[config.mk]
export PLATFORM = sky130hd
export DESIGN_NAME = freelist
export DESIGN_NICKNAME = d
export VERILOG_FILES = /design/src/rtl/freelist.sv
export SDC_FILE = /design/constraint.sdc
export NUM_CORES = 1
export LEC_CHECK = 0
export CORE_MARGIN = 3
export CORE_UTILIZATION = 40
export DETAILED_ROUTE_END_ITERATION = 10
export GPL_ROUTABILITY_DRIVEN = 0
export GPL_TIMING_DRIVEN = 0
export PLACE_DENSITY = 0.63
export SLEW_MARGIN = 20
export SYNTH_ARGS = -nofsm -noshare
export SYNTH_HDL_FRONTEND = slang
export SYNTH_SLANG_ARGS = --single-unit
[constraint.sdc]
create_clock -name clk -period 5.9 [get_ports clk]
set_clock_uncertainty 0.05 [all_clocks]
set_input_delay 1.475 -clock clk [delete_from_list [all_inputs] [get_ports clk]]
set_output_delay 1.475 -clock clk [all_outputs]
set_load 0.01 [all_outputs]
[src/rtl/freelist.sv]
// -----------------------------------------------------------------------------
// freelist
//
// Physical register free list for the rename stage. A circular FIFO of the
// physical tags not currently named by the architectural map. Up to two tags
// leave per cycle towards the rename map write port, and up to two tags come
// back per cycle from retirement.
//
// Ports
//   clk         clock, all state updates on posedge
//   rst         synchronous active-high reset
//   alloc_req   per-slot request for a new tag (slot 0 is older)
//   alloc_gnt   every requested slot can be served this cycle (combinational)
//   alloc_tag   tag offered to each slot (combinational)
//   free_en     per-slot tag return from retirement
//   free_tag    tags being returned
//   free_count  registered occupancy, 0..DEPTH
//   free_ovf    sticky error: a return would have exceeded DEPTH
// -----------------------------------------------------------------------------
module freelist #(
   parameter  int NPHYS = 32,
   parameter  int NARCH = 16,
   parameter  int DEPTH = NPHYS - NARCH,
   localparam int TAGW  = $clog2(NPHYS),
   localparam int PW    = $clog2(DEPTH)
) (
   input  logic                 clk,
   input  logic                 rst,
   input  logic [1:0]           alloc_req,
   output logic                 alloc_gnt,
   output logic [1:0][TAGW-1:0] alloc_tag,
   input  logic [1:0]           free_en,
   input  logic [1:0][TAGW-1:0] free_tag,
   output logic [PW:0]          free_count,
   output logic                 free_ovf
);

   // Storage and pointers
   logic [TAGW-1:0] r_entry [DEPTH];
   logic [PW-1:0]   r_head;
   logic [PW-1:0]   r_tail;
   logic [PW:0]     r_count;
   logic            r_ovf;

   logic [1:0]      w_nalloc;
   logic [1:0]      w_nalloc_eff;
   logic [1:0]      w_nfree;
   logic [1:0]      w_nfree_eff;
   logic            w_gnt;
   logic            w_ovf;
   logic [PW-1:0]   w_head1;
   logic [PW-1:0]   w_tail1;
   logic [PW+1:0]   w_cnt_sum;
   logic [PW:0]     w_cnt_next;

   function automatic logic [1:0] popcnt2(input logic [1:0] v);
      return {1'b0, v[0]} + {1'b0, v[1]};
   endfunction

   // Allocation side: purely from registered state, so a tag freed this
   // cycle can never be handed out before the next cycle.
   always_comb begin
      w_nalloc     = popcnt2(alloc_req);
      w_gnt        = (r_count >= {{(PW-1){1'b0}}, w_nalloc});
      w_nalloc_eff = w_gnt ? w_nalloc : 2'd0;
      // Slot 1 skips past slot 0 only when slot 0 is actually asking.
      w_head1      = r_head + PW'(alloc_req[0]);
   end

   assign alloc_gnt    = w_gnt;
   assign alloc_tag[0] = r_entry[r_head];
   assign alloc_tag[1] = r_entry[w_head1];

   // Return side: the overflow test uses the granted allocation of the same
   // cycle, and is evaluated one bit wider than count so it cannot wrap.
   always_comb begin
      w_nfree     = popcnt2(free_en);
      w_cnt_sum   = {1'b0, r_count}
                    - {{PW{1'b0}}, w_nalloc_eff}
                    + {{PW{1'b0}}, w_nfree};
      w_ovf       = (w_cnt_sum > (PW+2)'(DEPTH));
      // A return that would overflow is dropped as a whole.
      w_nfree_eff = w_ovf ? 2'd0 : w_nfree;
      w_cnt_next  = r_count
                    - {{(PW-1){1'b0}}, w_nalloc_eff}
                    + {{(PW-1){1'b0}}, w_nfree_eff};
      w_tail1     = r_tail + PW'(free_en[0]);
   end

   always_ff @(posedge clk) begin
      if (rst) begin
         for (int i = 0; i < DEPTH; i++) begin
            r_entry[i] <= TAGW'(NARCH + i);
         end
         r_head  <= '0;
         r_tail  <= '0;
         r_count <= (PW+1)'(DEPTH);
         r_ovf   <= 1'b0;
      end else begin
         if (!w_ovf) begin
            if (free_en[0]) begin
               r_entry[r_tail] <= free_tag[0];
            end
            if (free_en[1]) begin
               r_entry[w_tail1] <= free_tag[1];
            end
         end
         r_head  <= r_head + PW'(w_nalloc_eff);
         r_tail  <= r_tail + PW'(w_nfree_eff);
         r_count <= w_cnt_next;
         if (w_ovf) begin
            r_ovf <= 1'b1;
         end
      end
   end

   assign free_count = r_count;
   assign free_ovf   = r_ovf;

endmodule

==> metrics, run 1 <==
Syn Area/Cell=between 10 and 15 µm²; Routed wire per std cell=approximately 25 µm; Reg power frac=0.205; sw frac=0.469; nets=just over 700; Worst Hold Class=flip-flop to flip-flop; Tot Pwr=between 4 and 5 mW; DRT Pass-1 Iters=6; Top-Level Pins=33; Async SR Flop Fraction=0; Root Buffer=clkbuf_16; placed insts=about 860; final critical-path share of the clock period=0.975; H-tree Lvls=3; max capacitance violation total=0; initial antenna violation count=0; total grt overflow=0; Netlist Area Pre-Place=approximately 0.007 mm²; Die Area=roughly 0.019 mm²; Distinct cells, synth=between 50 and 60; Ys Warns=0; register area share after synthesis=0.384; Final setup violation count=0; CTS sink cnt=between 90 and 100; clock share of power=0.145; initial drt markers=between 800 and 900; r2r setup slk=about 1.0 ns; WHS Endpoint=free_ovf; Worst Hold Depth=2; largest net degree at the start of global routing=17; Initial Util=0.415; Req. time, crit path=around 6 ns; Pwr per Cell Area=~500 mW/mm²; TritonCTS clock tree=yes; Reg-to-Reg Start=free_count[4]; syn_nets=658; share of layout cells above drive strength 1=0.270; Die H=approximately 140 µm; power share of the combinational group=0.650; I/O Buffers=30; static leakage=~2.5 nW; via count=5,736; setup tns final=0 ns; nature of the critical path startpoint=input pin; DP HPWL=between 15,000 and 20,000 µm; status=finished, final reports clean; CTS Hold Bufs=0; final std cells w/o fill=approximately 900; Reg2Reg Capture Point=free_count[4]; total CTS buffers=9; max frequency=174 MHz; Core Region=around 0.017 mm²; FF+latch count, synth=between 90 and 100; min-delay src=free_ovf; FF-to-FF path depth=23; kind of critical path=input pin to flip-flop; worst relative slew slack=0.344; diodes inserted=0; Max VDD drop=~0.29 mV; GRT Total Usage=0.236; Critical Path Fanout Max=5; row cnt=47; Worst Tran Pin Value=0.984 ns; DP Worst Slack=-1.07 ns; WL final=roughly 23,000 µm; RSZ-0062 raised after global routing=yes; Final Hold Viols=0; Psw=around 1.9 mW; Clock Pin Slew Worst Setup and Hold Paths=around 0.07 ns; Primary FF master, synth=edfxtp_1; wire length of the first global-routing pass=roughly 34,000 µm; Cells after Synth=slightly above 600; antenna-violating nets left=0; DRC violations left=0; max-slew violation count=0; Skew-Pair Late Insertion Delay=between 0.3 and 0.4 ns; EDFF count, synth=80; Vias/cell=about 6.4; vias in the first global route=~5,600; post-layout min period=about 5.8 ns; Area Overhead vs Synth=16.9%; CTS Buffer Depth=2; # fillers=roughly 1,500; Setup crit end kind=flip-flop; internal power=~2.2 mW; Critical Path AT=6.00 ns; worst setup margin=between 0.1 and 0.15 ns; die width=between 100 and 150 µm
metal layers:
metal | global-route usage | wire (µm) | vias up | part of all wire
met5 | 0 | 0 | - | 0
met4 | 0.0978 | 982 | 0 | 0.043
met1 | 0.319 | 9090 | 2806 | 0.40
met3 | 0.0470 | 2100 | 80 | 0.092
li1 | - | - | 2458 | -
met2 | 0.372 | 10600 | 392 | 0.47
cells in the final DEF (no fill, tap or decap), types with 16 or more instances in the layout:
cell type	count
buf_2	16
buf_4	18
clkbuf_1	28
clkdlybuf4s50_1	27
edfxtp_1	80
ha_1	20
inv_1	28
mux2_2	36
mux4_2	50
nand2_1	29
nand3_1	26
nor2_1	40
nor3_1	51
nor4_1	26
cell usage after synthesis, types with 14 or more instances:
cell type | n | area, µm²
buf_2 | 16 | 80.1
clkbuf_1 | 31 | 116
dfxtp_1 | 14 | 280
edfxtp_1 | 80 | 2400
ha_1 | 25 | 313
inv_1 | 31 | 116
mux2_2 | 36 | 405
mux4_2 | 50 | 1130
nand2_1 | 32 | 120
nand3_1 | 27 | 135
nor2_1 | 40 | 150
nor3_1 | 51 | 255
nor4_1 | 26 | 163
flip-flops by register name, summed over array words and instances, names as in the netlist:
name and cells:
free_count 5, free_ovf 1, r_entry 80, r_head 4, r_tail 4
per-stage QoR:
step	cell area [µm²]	hold slack (ns)	utilization
after floorplan	7050	0.455	-
after global placement	7630	0.409	0.454
after detailed placement	7630	0.430	0.454
after CTS	8060	0.449	0.479
after global routing	8170	0.464	0.486
final	8170	0.444	0.486
how the worst max path moves through the flow:
stage                 start            end  depth (start not counted)
2_1_floorplan  alloc_req[1]  free_count[3]                         23
3_3_place_gp   alloc_req[0]  free_count[3]                         24
3_5_place_dp   alloc_req[0]  free_count[3]                         24
4_1_cts        alloc_req[0]  free_count[4]                         27
5_1_grt        alloc_req[0]  free_count[4]                         27
6_report       alloc_req[0]  free_count[4]                         24
worst max-delay path, cell delays in order:
cell and delay, ns:
buf_6 0.11, ha_4 0.27, ha_4 0.19, a32o_1 0.25, nand2_1 0.07, nand3_2 0.10
nand2_2 0.12, inv_4 0.05, fa_1 0.51, inv_2 0.06, fa_2 0.38, xor2_1 0.15
nor3_1 0.20, o21a_2 0.21, o21a_4 0.17, clkbuf_16 0.16, nand2_8 0.05, fa_2 0.60
fa_2 0.23, inv_1 0.05, a21oi_2 0.13, nor2_1 0.06, or3_1 0.32, nand3_1 0.09
area by class of cell:
cell class / instances / area, µm² / area share
clock inverters: 7 / 72.6 / 0.00888
multi-input cells: 435 / 4120 / 0.504
plain buffers: 51 / 235 / 0.0288
clock buffers: 9 / 225 / 0.0276
inverters: 31 / 119 / 0.0145
well taps: 220 / 275 / 0.0337
flip-flops and latches: 94 / 2680 / 0.328
repair buffers: 48 / 440 / 0.0539
power by group through the flow:
stage          clock network (mW)  registers [mW]  logic, mW
3_5_place_dp                    0           0.859       2.31
5_1_grt                     0.628           0.857       2.83
2_1_floorplan                   0           0.848       1.61
3_3_place_gp                    0           0.853       2.27
4_1_cts                     0.602           0.847       2.50
6_report                    0.598           0.848       2.68
cells by family after synthesis:
| logic type | count (synthesis) | share of synthesized area |
|---|---|---|
| and+or+nand+nor | 228 | 0.179 |
| muxes | 108 | 0.253 |
| DFF | 94 | 0.384 |
| buffers and inverters | 82 | 0.0469 |
| AOI/OAI and AO/OA | 55 | 0.0568 |
| adders and majority gates | 31 | 0.0620 |
| xor gates and xnor gates | 13 | 0.0184 |
repair_timing:
action | in CTS | in global routing
gates resized for setup | 16 | 16
setup endpoints to repair | 46 | 18
pin swaps | 9 | 16
setup buffers | 8 | 10
hold endpoints to repair | 0 | 0
No activity file was read; power rests on OpenSTA's default activity.
==> inputs of run 2 (changes only) <==
--- a/config.mk
+++ b/config.mk
@@ -10,7 +10,7 @@
 export DETAILED_ROUTE_END_ITERATION = 10
 export GPL_ROUTABILITY_DRIVEN = 0
 export GPL_TIMING_DRIVEN = 0
-export PLACE_DENSITY = 0.63
+export PLACE_DENSITY = 0.53
 export SLEW_MARGIN = 20
 export SYNTH_ARGS = -nofsm -noshare
 export SYNTH_HDL_FRONTEND = slang
==> constraint.sdc (replaced) <==
create_clock -name clk -period 7.15 [get_ports clk]
set_clock_uncertainty 0.05 [all_clocks]
set_input_delay 1.7875 -clock clk [delete_from_list [all_inputs] [get_ports clk]]
set_output_delay 1.7875 -clock clk [all_outputs]
set_load 0.01 [all_outputs]
==> metrics, run 2 (synthesized netlist as in run 1, its figures left out) <==
CTS Buffer Depth=2; CTS sink cnt=94; Worst Tran Pin Value=between 1 and 1.5 ns; vias in the first global route=between 5,000 and 6,000; Psw=approximately 1.6 mW; Initial Util=0.415; kind of critical path=input pin to flip-flop; CTS Hold Bufs=0; total CTS buffers=9; setup tns final=0 ns; Area Overhead vs Synth=14.1%; most common cell after layout, fill and taps aside=edfxtp_1; antenna-violating nets left=0; worst setup margin=0.310 ns; Critical Path Fanout Max=10; Multi-input gate area=~0.0040 mm²; static leakage=around 2.5 nW; placed cell area=0.00756 mm²; Skew-Pair Late Insertion Delay=between 0.3 and 0.4 ns; Setup crit end kind=flip-flop; Die H=138 µm; Req. time, crit path=~7.3 ns; row cnt=47; nets=about 700; register area=about 0.0027 mm²; TritonCTS clock tree=yes; nature of the critical path startpoint=input pin; I/O Buffers=30; largest net degree at the start of global routing=17; Max VDD drop=between 0.2 and 0.25 mV; Vias/cell=roughly 6.4; Core Region=0.0168 mm²; wire length of the first global-routing pass=around 35,000 µm; internal power=~1.7 mW; Final setup violation count=0; total grt overflow=0; worst relative slew slack=0.319; via count=5,599; Pwr per Cell Area=411 mW/mm²; power share of the combinational group=0.614; die width=between 100 and 150 µm; most frequent cells in the layout=edfxtp_1, nor3_1, mux4_2; final critical-path share of the clock period=0.957; DRC violations left=0; design area=0.00797 mm²; Routed wire per std cell=roughly 27 µm; Top-Level Pins=33; max-slew violation count=0; max frequency=roughly 150 MHz; Die Area=between 0.015 and 0.02 mm²; sw frac=0.474; Reg with most FFs=r_entry; max FFs per register=80; Worst Hold Class=flip-flop to flip-flop; DP Worst Slack=-1.03 ns; diodes inserted=0; post-layout min period=6.84 ns; Tot Pwr=between 3 and 4 mW; # fillers=1,582; DRT Pass-1 Iters=8; Reg power frac=0.213; Final Hold Viols=0; max capacitance violation total=0; WL final=23,600 µm; H-tree Lvls=3; initial drt markers=between 600 and 700; Root Buffer=clkbuf_16; share of layout cells above drive strength 1=0.224; status=finished, final reports clean; initial antenna violation count=1; GRT Total Usage=0.247; clock share of power=0.173; Critical Path AT=7.02 ns; Clock Pin Slew Worst Setup and Hold Paths=roughly 0.070 ns; DP HPWL=between 15,000 and 20,000 µm
## run 2: cell count changes in the layout (fill, tap and decap cells not counted), sizes merged, moves of 2 or more
cell / delta
clkdlybuf4s50: +2
buf: -15
clkinvlp: -2
bufinv: +2
## run 2: final cells by class
class,count,area share
plain buffers,51,0.0275
clock inverters,7,0.0149
repair buffers,34,0.0413
inverters,31,0.0146
well taps,220,0.0345
flip-flops and latches,94,0.337
clock buffers,9,0.0283
multi-input cells,435,0.502
## run 2: power groups by stage
stage	clock network, mW	registers, mW	logic [mW]
2_1_floorplan	0	0.699	1.28
3_3_place_gp	0	0.707	1.86
3_5_place_dp	0	0.710	1.88
4_1_cts	0.573	0.698	1.95
5_1_grt	0.599	0.704	2.13
6_report	0.567	0.698	2.01
## run 2: repair_timing
item,4_1_cts,5_1_grt
setup endpoints to repair,20,7
gates resized for setup,5,7
pin swaps,1,1
setup buffers,3,1
endpoints found under the hold margin,0,0
## run 2: final timing paths
kind	cells past startpoint	endpoint	slack, ns	from
setup / recovery	24	free_count[3]	0.31	alloc_req[1]
setup reg to reg	23	free_count[3]	1.99	free_count[0]
hold / removal	2	free_ovf	0.42	free_ovf
hold reg to reg	2	free_ovf	0.42	free_ovf
## run 2: worst max-delay path: stages
cell             delay, ns
clkdlybuf4s50_1       0.41
ha_1                  0.31
ha_1                  0.29
a32o_1                0.26
nand2_1               0.06
nand3_1               0.14
nand2_2               0.15
inv_1                 0.14
fa_1                  0.53
inv_1                 0.07
fa_1                  0.47
xor2_1                0.16
nor3_1                0.15
o21a_2                0.20
o21a_2                0.19
buf_6                 0.17
nand2_2               0.11
fa_1                  0.54
inv_1                 0.06
ha_1                  0.28
a21o_1                0.21
a21oi_2               0.16
xnor2_1               0.13
nor2_1                0.05
## run 2: through the flow
stage | utilization | hold WS, ns | cells
2_1_floorplan | - | 0.455 | 611
3_3_place_gp | 0.450 | 0.400 | 861
3_5_place_dp | 0.450 | 0.409 | 861
4_1_cts | 0.472 | 0.427 | 880
5_1_grt | 0.474 | 0.448 | 881
6_report | 0.474 | 0.424 | 881
## run 2: per-layer routing
layer / part of all wire / wire [µm] / GRT usage
met5: 0.00068 / 16 / 0
met3: 0.076 / 1790 / 0.0483
met1: 0.43 / 10200 / 0.352
met2: 0.44 / 10300 / 0.371
met4: 0.051 / 1210 / 0.106
==> inputs of run 3 (changes only) <==
--- a/config.mk
+++ b/config.mk
@@ -11,6 +11,7 @@
 export GPL_ROUTABILITY_DRIVEN = 0
 export GPL_TIMING_DRIVEN = 0
 export PLACE_DENSITY = 0.53
+export SKIP_CTS_REPAIR_TIMING = 1
 export SLEW_MARGIN = 20
 export SYNTH_ARGS = -nofsm -noshare
 export SYNTH_HDL_FRONTEND = slang
==> constraint.sdc (replaced) <==
create_clock -name clk -period 7.45 [get_ports clk]
set_clock_uncertainty 0.05 [all_clocks]
set_input_delay 1.8625 -clock clk [delete_from_list [all_inputs] [get_ports clk]]
set_output_delay 1.8625 -clock clk [all_outputs]
set_load 0.01 [all_outputs]
==> metrics, run 3 (synthesized netlist as in run 1, its figures left out) <==
DP HPWL=18,000 µm; initial antenna violation count=1; total grt overflow=0; DRC violations left=0; crit-path cells=clkdlybuf4s50_1 > ha_1 > ha_1 > a32o_1 > nand2_1 > nand3_1 > nand2_2 > inv_1 > fa_1 > inv_1 > ha_1 > nand3_2 > and3_1 > nor3_4 > o21a_2 > buf_4 > nand2_1 > fa_1 > inv_1 > ha_1 > a21o_1 > a21oi_1 > xnor2_1 > nor2_1; nature of the critical path startpoint=input pin; initial drt markers=626; antenna-violating nets left=0; worst relative slew slack=0.316; worst setup margin=0.403 ns; final core utilization=0.475; share of layout cells above drive strength 1=0.224; WL final=23,400 µm; Req. time, crit path=around 7.6 ns; max-slew violation count=0; Setup crit end kind=flip-flop; Core Region=approximately 0.017 mm²; Worst Tran Pin Value=approximately 1 ns; Worst Hold Class=flip-flop to flip-flop; CTS sink cnt=94; Tot Pwr=~3.2 mW; max capacitance violation total=0; Worst Hold Depth=2; Reg with most FFs=r_entry; Critical Path Fanout Max=10; Critical Path AT=7.22 ns; max frequency=142 MHz; placed insts=between 800 and 900; kind of critical path=input pin to flip-flop; H-tree Lvls=3; Die H=between 100 and 150 µm; CP max-delay cell=fa_1; wire length of the first global-routing pass=approximately 35,000 µm; total CTS buffers=9; Final setup violation count=0; Max VDD drop=~0.26 mV; Routed wire per std cell=about 26 µm; FF-to-FF path depth=23; Initial Util=0.415; final std cells w/o fill=between 800 and 900; max FFs per register=80; via count=5,532; I/O Buffers=30; Area Overhead vs Synth=14.3%; vias in the first global route=between 5,000 and 6,000; TritonCTS clock tree=yes; status=finished, final reports clean; most common cell type on the critical path=ha_1; final critical-path share of the clock period=0.946; Root Buffer=clkbuf_16; most frequent cells in the layout=edfxtp_1, nor3_1, mux4_2; Die Area=approximately 0.019 mm²; Pwr per Cell Area=approximately 400 mW/mm²; Top-Level Pins=33; Largest stage delay, worst path=between 0.5 and 0.6 ns; most common cell after layout, fill and taps aside=edfxtp_1; hold_ws=roughly 0.43 ns; post-layout min period=about 7.0 ns; nets=roughly 710; diodes inserted=0; GRT Total Usage=0.246; Final Hold Viols=0; Clock Pin Slew Worst Setup and Hold Paths=around 0.070 ns; Vias/cell=around 6.3; die width=approximately 140 µm; CTS Buffer Depth=2; row cnt=47; DP Worst Slack=-0.810 ns; static leakage=roughly 2.5 nW; DRT Pass-1 Iters=6; largest net degree at the start of global routing=17; Skew-Pair Late Insertion Delay=approximately 0.36 ns
run 3: cell count changes in the layout (fill, tap and decap cells not counted), sizes merged:
cell	delta
dlymetal6s2s	+1
buf	+4
dlygate4sd2	-1
run 3: layout make-up:
cell class                      count  area, µm²
Fill cell                        1579       8830
Multi-Input combinational cell    435       3990
Sequential cell                    94       2680
Timing Repair Buffer               38        363
Tap cell                          220        275
Clock buffer                        9        225
Buffer                             51        215
Clock inverter                      7        119
Inverter                           31        116
run 3: layer usage:
| metal | track usage | up-vias | share of wire |
|---|---|---|---|
| li1 | - | 2451 | - |
| met1 | 0.352 | 2663 | 0.44 |
| met2 | 0.365 | 329 | 0.44 |
| met3 | 0.0480 | 87 | 0.074 |
| met4 | 0.108 | 2 | 0.046 |
| met5 | 0 | - | 0.00068 |
run 3: critical path: cells and delay by family:
kind	cells	cell delay, ns
buffers and inverters	5	0.88
adders and majority gates	6	2.26
and+or+nand+nor	8	1.20
xor gates and xnor gates	1	0.13
AOI/OAI and AO/OA	4	0.88
run 3: final timing paths:
kind / from / endpoint / slack (ns)
hold / removal: free_ovf / free_ovf / 0.43
hold reg to reg: free_ovf / free_ovf / 0.43
setup / recovery: alloc_req[1] / free_count[3] / 0.40
setup reg to reg: free_count[0] / free_count[3] / 2.15
run 3: metrics by stage:
step / TNS, ns / cell area, µm²
detailed placement: -5.86 / 7560
CTS: -1.03 / 7910
global placement: -4.75 / 7560
finish: 0 / 7990
floorplan: 0 / 6990
global route: -0.00342 / 7990
run 3: report_power, final:
group / total [mW] / switching [mW] / leakage, nW / internal (mW)
clock network: 0.545 / 0.215 / 0.164 / 0.330
registers: 0.669 / 0.0402 / 0.773 / 0.629
logic: 1.94 / 1.22 / 1.57 / 0.715
